<file path="src/rtl/demux1_4_tdm.sv">
// -----------------------------------------------------------------------------
// demux1_4_tdm
//
// Registered 1-to-4 time-division demultiplexer. Consecutive samples of one
// input stream are distributed over four output lanes, either by an internal
// frame-slot counter (auto mode, frames delimited by sof) or by an explicit
// lane select (direct mode). Receive-side counterpart of the 4:1 select mux.
//
// Ports:
//   clk         system clock, rising edge
//   rst_n       asynchronous active-low reset
//   din         incoming sample (WIDTH bits)
//   din_valid   din carries a sample this cycle
//   sof         start of frame, qualified by din_valid; marks the slot-0 sample
//   sel_mode    0 = auto (slot counter), 1 = direct (sel_in)
//   sel_in      lane select used in direct mode
//   dout        four lanes, lane k at [k*WIDTH +: WIDTH]; unwritten lanes hold
//   dout_valid  per-lane one-cycle pulse, lane k was updated (one-hot or zero)
//   frame_done  one-cycle pulse, slot 3 of a frame was written
//   frame_err   one-cycle pulse, sof arrived mid-frame
//   dframe      (only with DEMUX_FRAME_LATCH_EN) last complete auto-mode frame
//
// Optional feature macro: DEMUX_FRAME_LATCH_EN
//   Adds a shadow register collecting auto-mode samples and the dframe output,
//   which loads all four lanes atomically on the edge that raises frame_done.
// -----------------------------------------------------------------------------
module demux1_4_tdm #(
    parameter int WIDTH = 8
) (
    input  logic               clk,
    input  logic               rst_n,
    input  logic [WIDTH-1:0]   din,
    input  logic               din_valid,
    input  logic               sof,
    input  logic               sel_mode,
    input  logic [1:0]         sel_in,
    output logic [4*WIDTH-1:0] dout,
    output logic [3:0]         dout_valid,
    output logic               frame_done,
    output logic               frame_err
`ifdef DEMUX_FRAME_LATCH_EN
    ,
    output logic [4*WIDTH-1:0] dframe
`endif
);

    typedef enum logic {
        IDLE = 1'b0,
        RUN  = 1'b1
    } state_t;

    state_t             state_q, state_d, cur_state;
    logic [1:0]         slot_q, slot_d, cur_slot;
    logic               mode_q, mode_d;
    logic [4*WIDTH-1:0] dout_q, dout_d;
    logic [3:0]         dout_valid_q, dout_valid_d;
    logic               frame_done_q, frame_done_d;
    logic               frame_err_q, frame_err_d;
    logic               mode_change;
    logic               wr_en;
    logic [1:0]         wr_lane;

    always_comb begin
        // NOTE: every variable gets a default before any branch so no path
        // leaves it unassigned; otherwise synthesis infers a latch.
        mode_change  = (sel_mode != mode_q);
        // A mode switch abandons any frame in progress; the sample of this
        // cycle is then handled as if the FSM were already idle.
        cur_state    = mode_change ? IDLE : state_q;
        cur_slot     = mode_change ? 2'd0 : slot_q;

        state_d      = cur_state;
        slot_d       = cur_slot;
        mode_d       = sel_mode;
        frame_done_d = 1'b0;
        frame_err_d  = 1'b0;
        wr_en        = 1'b0;
        wr_lane      = 2'd0;

        if (din_valid) begin
            if (sel_mode) begin
                wr_en   = 1'b1;
                wr_lane = sel_in;
            end else if (sof) begin
                // sof always restarts at slot 0; when a frame was already
                // open (including one about to write slot 3) it is an error.
                wr_en       = 1'b1;
                wr_lane     = 2'd0;
                frame_err_d = (cur_state == RUN);
                state_d     = RUN;
                slot_d      = 2'd1;
            end else if (cur_state == RUN) begin
                wr_en   = 1'b1;
                wr_lane = cur_slot;
                if (cur_slot == 2'd3) begin
                    frame_done_d = 1'b1;
                    state_d      = IDLE;
                    slot_d       = 2'd0;
                end else begin
                    slot_d = cur_slot + 2'd1;
                end
            end
            // Non-sof samples while IDLE in auto mode are dropped.
        end

        dout_d       = dout_q;
        dout_valid_d = 4'b0000;
        if (wr_en) begin
            dout_d[int'(wr_lane)*WIDTH +: WIDTH] = din;
            dout_valid_d[wr_lane]                = 1'b1;
        end
    end

    always_ff @(posedge clk or negedge rst_n) begin
        if (!rst_n) begin
            state_q      <= IDLE;
            slot_q       <= 2'd0;
            mode_q       <= 1'b0;
            dout_q       <= '0;
            dout_valid_q <= 4'b0000;
            frame_done_q <= 1'b0;
            frame_err_q  <= 1'b0;
        end else begin
            // NOTE: non-blocking assignments so every flop samples the values
            // from before this edge, independent of statement order.
            state_q      <= state_d;
            slot_q       <= slot_d;
            mode_q       <= mode_d;
            dout_q       <= dout_d;
            dout_valid_q <= dout_valid_d;
            frame_done_q <= frame_done_d;
            frame_err_q  <= frame_err_d;
        end
    end

    assign dout       = dout_q;
    assign dout_valid = dout_valid_q;
    assign frame_done = frame_done_q;
    assign frame_err  = frame_err_q;

`ifdef DEMUX_FRAME_LATCH_EN
    logic [4*WIDTH-1:0] shadow_q, shadow_d;
    logic [4*WIDTH-1:0] dframe_q, dframe_d;

    always_comb begin
        shadow_d = shadow_q;
        dframe_d = dframe_q;
        if (wr_en && !sel_mode) begin
            shadow_d[int'(wr_lane)*WIDTH +: WIDTH] = din;
        end
        // shadow_d already contains the slot-3 sample, so the whole frame
        // is published on the same edge that raises frame_done.
        if (frame_done_d) begin
            dframe_d = shadow_d;
        end
    end

    always_ff @(posedge clk or negedge rst_n) begin
        if (!rst_n) begin
            // NOTE: the shadow storage is reset as well; it is small, and a
            // known value keeps dframe free of X after any reset sequence.
            shadow_q <= '0;
            dframe_q <= '0;
        end else begin
            shadow_q <= shadow_d;
            dframe_q <= dframe_d;
        end
    end

    assign dframe = dframe_q;
`endif

endmodule

</file>
<file path="config.mk">
export PLATFORM = sky130hd
export DESIGN_NAME = demux1_4_tdm
export DESIGN_NICKNAME = d
export VERILOG_FILES = /design/src/rtl/demux1_4_tdm.sv
export SDC_FILE = /design/constraint.sdc
export NUM_CORES = 1
export LEC_CHECK = 0
export ABC_AREA = 0
export CORE_MARGIN = 2
export CORE_UTILIZATION = 30
export CTS_CLUSTER_DIAMETER = 120
export DETAILED_ROUTE_END_ITERATION = 10
export GPL_ROUTABILITY_DRIVEN = 0
export SYNTH_ARGS = -nofsm -noshare
export SYNTH_HDL_FRONTEND = slang
export SYNTH_SLANG_ARGS = --single-unit
export TNS_END_PERCENT = 10
</file>
<file path="constraint.sdc">
create_clock -name clk -period 3.1 [get_ports clk]
set_clock_uncertainty 0.2 [all_clocks]
set_input_delay 0.62 -clock clk [delete_from_list [all_inputs] [get_ports clk]]
set_output_delay 0.62 -clock clk [all_outputs]
set_load 0.005 [all_outputs]
</file>
After elaboration in Yosys (flattened, before gate mapping)
Index checks and enable logic that the tools add are counted.
Widths: inputs -> output; s select.
- add/subtract/negate cells: 2
- $lt $le $gt $ge: 2
- equal/unequal tests: 2
- shifts and indexed selects: 2
- multiplexer cells: 32
- reductions and logical operators: 1
- operators with widths (cell ; number):
    $neg 5->33 ; 1
    $shift 8x33->32 const A ; 1
    $shiftx 8x33->32 ; 1
    $bwmux 32 ; 1
    $mux 2 ; 10
    $mux 1 ; 19
    $mux 4 ; 1
    $lt 2x3->1 const B ; 1
    $add 2x1->2 const B ; 1
    $demux 1 s2 ; 1
    $eq 2x2->1 const B ; 1
    $ge 2x1->1 const B ; 1
    $logic_and 1x1->1 ; 1
    $ne 1x1->1 ; 1
- register bits after elaboration: 42
- input port bits: 15
- word-level logic and storage cells: 48

Longest topological paths before layout
Gate-level depths: netlist of run 1.
- word-level depth: 11
- depth in mapped cells: 15
- mapped depth without buffers: 11

Least setup slack after synthesis of run 1
No wires, ideal clock.
- kind: in2reg
- start point: input port sel_mode
- end point: register dout_q[10], in the netlist dout[10]
- library setup time: 0.128 ns
- arrival: 2.664 ns
- required time: 2.772 ns
- slack: 0.108 ns
- stages on the path: 15
- path buffers: 5
- cell sequence: buf_6 > xnor2_2 > nand2_1 > inv_1 > ha_1 > and4bb_1 > buf_6 > nor2_8 > ha_1 > buf_4 > nor2b_1 > clkbuf_2 > buf_6 > o211ai_1 > mux2i_1
- word-level cells in the longest chain between the ends: 9
- elaborated cells between the ends (all ways): 15
- those cells by class: add/sub (1); eq/ne (1); shift (2); mux (11)
- ends and longest elaborated chain (item ; RTL line ; text):
    start: declaration ; 35 ; input logic sel_mode,
    $ne 1x1->1 ; 66 ; mode_change = (sel_mode != mode_q);
    $mux 2 or $mux 1 (tied branches) ; 70, 69 ;
    $mux 2 ; 92 ; end else if (cur_state == RUN) begin
    $mux 2 ; 84 ; end else if (sof) begin
    $mux 2 ; 81 ; if (sel_mode) begin
    $mux 2 ; 80 ; if (din_valid) begin
    $neg 5->33 ; 109 ; dout_d[int'(wr_lane)*WIDTH +: WIDTH] = din;
    $shiftx 8x33->32 or $shift 8x33->32 (tied branches) ; 109 ;
    $bwmux 32 ; 109 ;
    end signal: assignment ; 129 ; dout_q <= dout_d;
    end: declaration ; 55 ; logic [4*WIDTH-1:0] dout_q, dout_d;
Several ways; a longest one is shown, not always the timed one.
A chain may end at the register's enable or synchronous reset.

Final worst setup path of run 1
- start point: input port sof
- end point: register dout_q[28], in the netlist dout[28]
- word-level cells in the longest chain between the ends: 6
- elaborated cells between the ends (all ways): 10
- those cells by class: add/sub (1); shift (2); mux (7)
- ends and longest elaborated chain (item ; RTL line ; text):
    start: declaration ; 34 ; input logic sof,
    $mux 2 ; 84 ;
    $mux 2 ; 81 ;
    $mux 2 ; 80 ;
    $neg 5->33 ; 109 ;
    $shiftx 8x33->32 or $shift 8x33->32 (tied branches) ; 109 ;
    $bwmux 32 ; 109 ;
Several ways; a longest one is shown, not always the timed one.

==> results of run 1 <==
==> kinds of logic (layout without fill, tap and decap cells) <==
logic type | Yosys count | after routing | synth area share
AOI/OAI and AO/OA | 35 | 35 | 0.1350
DFF | 42 | 42 | 0.4685
buffers and inverters | 42 | 110 | 0.09369
and+or+nand+nor | 45 | 45 | 0.1495
muxes | 24 | 24 | 0.1071
xor gates and xnor gates | 1 | 1 | 0.007252
adders and majority gates | 7 | 7 | 0.03904
==> cell usage after synthesis, types with 4 or more instances <==
cell type,number
nand4_1,8
inv_1,29
ha_1,7
and3b_1,8
a32o_1,8
mux2i_1,24
o211ai_1,16
and2_1,4
dfrtp_1,42
nand2_1,8
buf_6,4
buf_4,5
==> timing repair <==
item | CTS | global route
endpoints found under the setup margin | 0 | 27
resized for setup | 0 | 3
setup buffers | 0 | 1
==> area by class of cell <==
cell class	count	area, µm²
repair buffers	73	691.9
clock inverters	1	5.005
multi-input cells	112	982.2
inverters	29	108.9
flip-flops and latches	42	1051
well taps	99	123.9
fillers	717	4204
clock buffers	7	86.33
==> worst max-delay path, delay by kind of cell <==
kind | cells | cell delay [ps]
compound gates | 2 | 590
simple gates | 2 | 510
buf+inv | 1 | 470
fa+ha+maj | 1 | 350
mux | 1 | 160
==> state kept, by name, summed over array words and instances, names as in the netlist <==
name,flops
slot_q,2
state_q,1
dout,32
mode_q,1
frame_err,1
frame_done,1
dout_valid,4
==> cell usage in the layout (no fill, tap or decap), types with 2 or more instances in the layout <==
master | netlist | final
nand2_1 | 8 | 8
nor2b_1 | 3 | 3
clkdlybuf4s50_1 | 0 | 50
ha_1 | 7 | 7
and3b_1 | 8 | 8
o21ai_0 | 3 | 3
dfrtp_1 | 42 | 42
buf_4 | 5 | 19
mux2i_1 | 24 | 24
a21oi_1 | 2 | 2
inv_1 | 29 | 29
clkbuf_8 | 0 | 6
nand4_1 | 8 | 8
a32o_1 | 8 | 8
and2_1 | 4 | 4
o211ai_1 | 16 | 16
==> worst min-delay path by stage <==
| stage | start | to | slack (ps) | cells past startpoint |
|---|---|---|---|---|
| 2_1_floorplan | rst_n | dout[0] | 120 | 0 |
| 3_3_place_gp | dout[5] | dout[5] | 280 | 1 |
| 3_5_place_dp | dout[0] | dout[0] | 280 | 1 |
| 4_1_cts | dout[0] | dout[0] | 300 | 1 |
| 5_1_grt | dout[0] | dout[0] | 310 | 1 |
| 6_report | rst_n | dout[23] | 260 | 1 |
==> power groups by stage <==
stage	registers (mW)	logic (mW)	clock network, mW
after CTS	0.662	0.347	0.375
after global placement	0.673	0.340	0
after global routing	0.670	0.369	0.399
final	0.660	0.341	0.364
after floorplan	0.674	0.125	0
after detailed placement	0.671	0.345	0
==> stage by stage <==
step / setup WS [ps] / utilization / TNS [ps] / instances / total power, mW
2_1_floorplan: 108.1 / - / 0 / 196 / 0.7988
3_3_place_gp: -167.1 / 0.4059 / -4641 / 354 / 1.013
3_5_place_dp: -228.7 / 0.4059 / -6468 / 354 / 1.016
4_1_cts: 73.81 / 0.4185 / 0 / 362 / 1.383
5_1_grt: 241.5 / 0.4204 / 0 / 363 / 1.439
6_report: 405.7 / 0.4204 / 0 / 363 / 1.365
==> layer usage <==
metal	routed length, µm	GRT usage
met5	0	0
met4	119	0.05513
met3	299	0.03673
met2	2360	0.2071
met1	2418	0.1753
==> flow_metrics.env, run 1 <==
export IMPL_ys_seq_area_frac=0.4685
export IMPL_r2r_cells=10
export IMPL_wl_um=5198
export IMPL_whs_ps=260.3
export IMPL_max_slew_margin=0.3763
export IMPL_core_area_mm2=0.007253
export IMPL_critical_path_class="in -> reg"
export IMPL_grt_max_degree=43
export IMPL_worst_setup_path_start_kind="input port"
export IMPL_p_int_mw=1.007
export IMPL_placed_area_mm2=0.002944
export IMPL_nNetsFinal=285
export IMPL_irDropWorstVdd_uv=206.8
export IMPL_numCtsBuffers=5
export IMPL_grt_ovfl_total=0
export IMPL_synthTopCellsByArea="dfrtp_1 (47%), mux2i_1 (11%), o211ai_1 (5.4%), inv_1 (4.9%), ha_1 (3.9%)"
export IMPL_insertedDiodeCount=0
export IMPL_netSwitchingFraction=0.2627
export IMPL_synth_ff_type="dfrtp_1"
export IMPL_drc_errors=0
export IMPL_via_per_inst=4.733
export IMPL_r2r_end="dout[28]"
export IMPL_p_sw_uw=358.7
export IMPL_slowest_delay_ps=470
export IMPL_r2r_start="mode_q"
export IMPL_startpoint="sof"
export IMPL_maxSlewViolCount=0
export IMPL_ys_warn_count=0
export IMPL_endpoint="dout[28]"
export IMPL_clk_pin_slew_ps=80
export IMPL_period_minus_slack_ps=2694
export IMPL_syn_mean_instance_area_um2=11.45
export IMPL_hold_path_class="in -> async"
export IMPL_cp_required_ps=3120
export IMPL_die_h_um=90.48
export IMPL_drt_antenna_violating_nets=0
export IMPL_fin_crit_sh=0.8691
export IMPL_antenna_found_initial=0
export IMPL_drtIter0Drc=101
export IMPL_fmax_mhz=371.1
export IMPL_grt_use_total=0.1334
export IMPL_numPortBuffers=52
export IMPL_rrSetupSlack_ps=510
export IMPL_synth_nets=218
export IMPL_drive_gt1_frac=0.1515
export IMPL_hold_viol=0
export IMPL_ys_types=39
export IMPL_grt_pass1_vias=1746
export IMPL_tritoncts="yes"
export IMPL_p_seq_frac=0.484
export IMPL_cp_arrival_ps=2710
export IMPL_root_buffer="clkbuf_8"
export IMPL_status="finished clean"
export IMPL_async_reset_ff_frac=1.000
export IMPL_synth_edff_count=0
export IMPL_post_dp_hpwl_um=3781
export IMPL_vias=1718
export IMPL_setup_viol=0
export IMPL_wl_per_cell_um=14.32
export IMPL_fin_area_mm2=0.003049
export IMPL_die_w_um=90.48
export IMPL_critPathCaptureType="register"
export IMPL_rsz0062_at_grt="no"
export IMPL_synth_seq_cells=42
export IMPL_clock_latency_ps=290
export IMPL_cellPowerDensity_mw_per_mm2=447.7
export IMPL_core_rowCount=31
export IMPL_cp_slowest_cell="clkdlybuf4s50_1"
export IMPL_htreeDepth=2
export IMPL_combPwrFrac=0.250
export IMPL_start_util=0.3093
export IMPL_synth_cell_area_mm2=0.002243
export IMPL_synth_cells=196
export IMPL_p_clk_frac=0.267
export IMPL_cts_buffer_depth=2
export IMPL_drt_first_pass_iters=4
export IMPL_cts_hold_buf=0
export IMPL_p_leak_nw=1.294
export IMPL_dieArea_mm2=0.008186
export IMPL_grt_pass1_wl_um=8666
export IMPL_cts_sinks=42
export IMPL_area_growth_pct=35.92
export IMPL_synth_top_area_frac=0.4685
export IMPL_tightestPinTransition_ps=935.5
export IMPL_cap_violations=0
export IMPL_synth_top_cell_by_area="dfrtp_1"
export IMPL_crit_fanout=8
export IMPL_cp_cell_sequence="clkdlybuf4s50_1 > o41ai_1 > nand2_1 > ha_1 > nor3b_4 > o211ai_1 > mux2i_1"
export IMPL_pin_count=53
No activity file was read; power rests on OpenSTA's default activity.
==> run 2, diff against run 1 <==
RECOVER_POWER = 50   (was unset)
==> run 2 against run 1 <==
  * Combinational power fell by 3%
  * Clock power hardly changed
  * Maximum frequency hardly changed
  * Clock-buffer cell count unchanged
  * Critical endpoint unchanged
  * Total power fell by 0.87%
  * Global-route usage is the same
  * Via count grew 0.17%
  * Largest cell class unchanged
==> flow_metrics.env, run 2 (synthesized netlist as in run 1, its figures left out) <==
export IMPL_drc_errors=0
export IMPL_dieArea_mm2=0.008186
export IMPL_critical_path_class="in -> reg"
export IMPL_antenna_found_initial=0
export IMPL_path_depth=7
export IMPL_fmax_mhz=371.2
export IMPL_pin_count=53
export IMPL_crit_fanout=8
export IMPL_rsz0062_at_grt="no"
export IMPL_post_dp_hpwl_um=3781
export IMPL_slowest_delay_ps=470
export IMPL_max_slew_margin=0.3061
export IMPL_maxSlewViolCount=0
export IMPL_drtIter0Drc=112
export IMPL_grt_ovfl_total=0
export IMPL_grt_pass1_wl_um=8666
export IMPL_vias=1721
export IMPL_seqCellArea_mm2=0.001051
export IMPL_grt_use_total=0.1334
export IMPL_wl_um=5195
export IMPL_p_leak_nw=1.326
export IMPL_largest_reg_flops=32
export IMPL_wl_met3_um=300
export IMPL_htreeDepth=2
export IMPL_critPathBufInv=1
export IMPL_cts_buffer_depth=2
export IMPL_final_cell_mix="dfrtp_1 (42), clkdlybuf4s50_1 (32), inv_1 (29)"
export IMPL_worst_setup_path_start_kind="input port"
export IMPL_clk_pin_slew_ps=80
export IMPL_irDropWorstVdd_uv=206.7
export IMPL_area_growth_pct=35.92
export IMPL_multiInputGateArea_um2=982.2
export IMPL_start_util=0.3093
export IMPL_cp_arrival_ps=2710
export IMPL_die_h_um=90.48
export IMPL_dr_wl_met2_um=2360
export IMPL_clock_latency_ps=290
export IMPL_cp_slowest_cell="clkdlybuf4s50_1"
export IMPL_hold_viol=0
export IMPL_cp_cell_sequence="clkdlybuf4s50_1 > o41ai_1 > nand2_1 > ha_1 > nor3b_4 > o211ai_1 > mux2i_1"
export IMPL_tritoncts="yes"
export IMPL_root_buffer="clkbuf_8"
export IMPL_hold_path_class="reg -> reg"
export IMPL_core_rowCount=31
export IMPL_cap_violations=0
export IMPL_wl_per_cell_um=14.31
export IMPL_whs_ps=288.5
export IMPL_setup_viol=0
export IMPL_drive_gt1_frac=0.1515
export IMPL_status="finished clean"
export IMPL_nNetsFinal=285
export IMPL_grt_pass1_vias=1746
export IMPL_routed_top_layer="met4"
export IMPL_final_common_cell="dfrtp_1"
export IMPL_tightestPinTransition_ps=1041
export IMPL_numPortBuffers=52
export IMPL_core_area_mm2=0.007253
export IMPL_drt_antenna_violating_nets=0
export IMPL_hold_path_depth=1
export IMPL_critPathCaptureType="register"
export IMPL_insertedDiodeCount=0
export IMPL_cts_hold_buf=0
export IMPL_via_per_inst=4.741
export IMPL_nFillCells=717
export IMPL_cp_required_ps=3120
export IMPL_die_w_um=90.48
export IMPL_cts_sinks=42
export IMPL_grt_max_degree=43
export IMPL_finalPower_mw=1.353
export IMPL_critPathTopFamily="compound AO/OA/AOI/OAI gates"
export IMPL_fin_crit_sh=0.8691
export IMPL_period_minus_slack_ps=2694
export IMPL_drt_first_pass_iters=4
export IMPL_wirelength_met1_um=2414
export IMPL_r2r_cells=10
export IMPL_cellPowerDensity_mw_per_mm2=443.9
export IMPL_numCtsBuffers=5
run 2: timing repair:
action | 4_1_cts | 5_1_grt
buffers inserted | 0 | 1
endpoints found under the hold margin | 0 | 0
endpoints found under the setup margin | 0 | 27
resized for setup | 0 | 3
run 2: final timing paths:
kind                       startpoint        to  slack (ps)
max reg2reg                    mode_q  dout[28]         510
max                               sof  dout[28]         410
min                           dout[0]   dout[0]         290
min reg2reg                   dout[0]   dout[0]         290
max in group asynchronous       rst_n  dout[28]        1760
min in group asynchronous       rst_n  dout[23]         300
run 2: layout make-up:
type	count	share of cell area
Clock buffer	7	0.02831
Inverter	29	0.03570
Clock inverter	1	0.001641
Multi-Input combinational cell	112	0.3221
Sequential cell	42	0.3447
Tap cell	99	0.04062
Timing Repair Buffer	73	0.2269
run 2: power breakdown:
group          internal, mW  switching [mW]  total, mW  leakage [nW]
Combinational         0.196           0.134      0.330         0.743
Clock                 0.180           0.184      0.364        0.0482
Sequential            0.620          0.0388      0.659         0.535
run 2: routing by layer:
layer	vias up	track usage
met2	52	0.2071
met3	13	0.03673
met4	0	0.05513
met1	830	0.1753
met5	-	0
li1	826	-
run 2: through the flow:
step | setup WS (ps) | setup TNS (ps) | std cells | util | cell area (µm²)
5_1_grt | 241.5 | 0 | 363 | 0.4204 | 3049
3_3_place_gp | -167.1 | -4641 | 354 | 0.4059 | 2944
4_1_cts | 73.81 | 0 | 362 | 0.4185 | 3035
6_report | 405.7 | 0 | 363 | 0.4204 | 3049
3_5_place_dp | -228.7 | -6468 | 354 | 0.4059 | 2944
2_1_floorplan | 108.1 | 0 | 196 | - | 2243
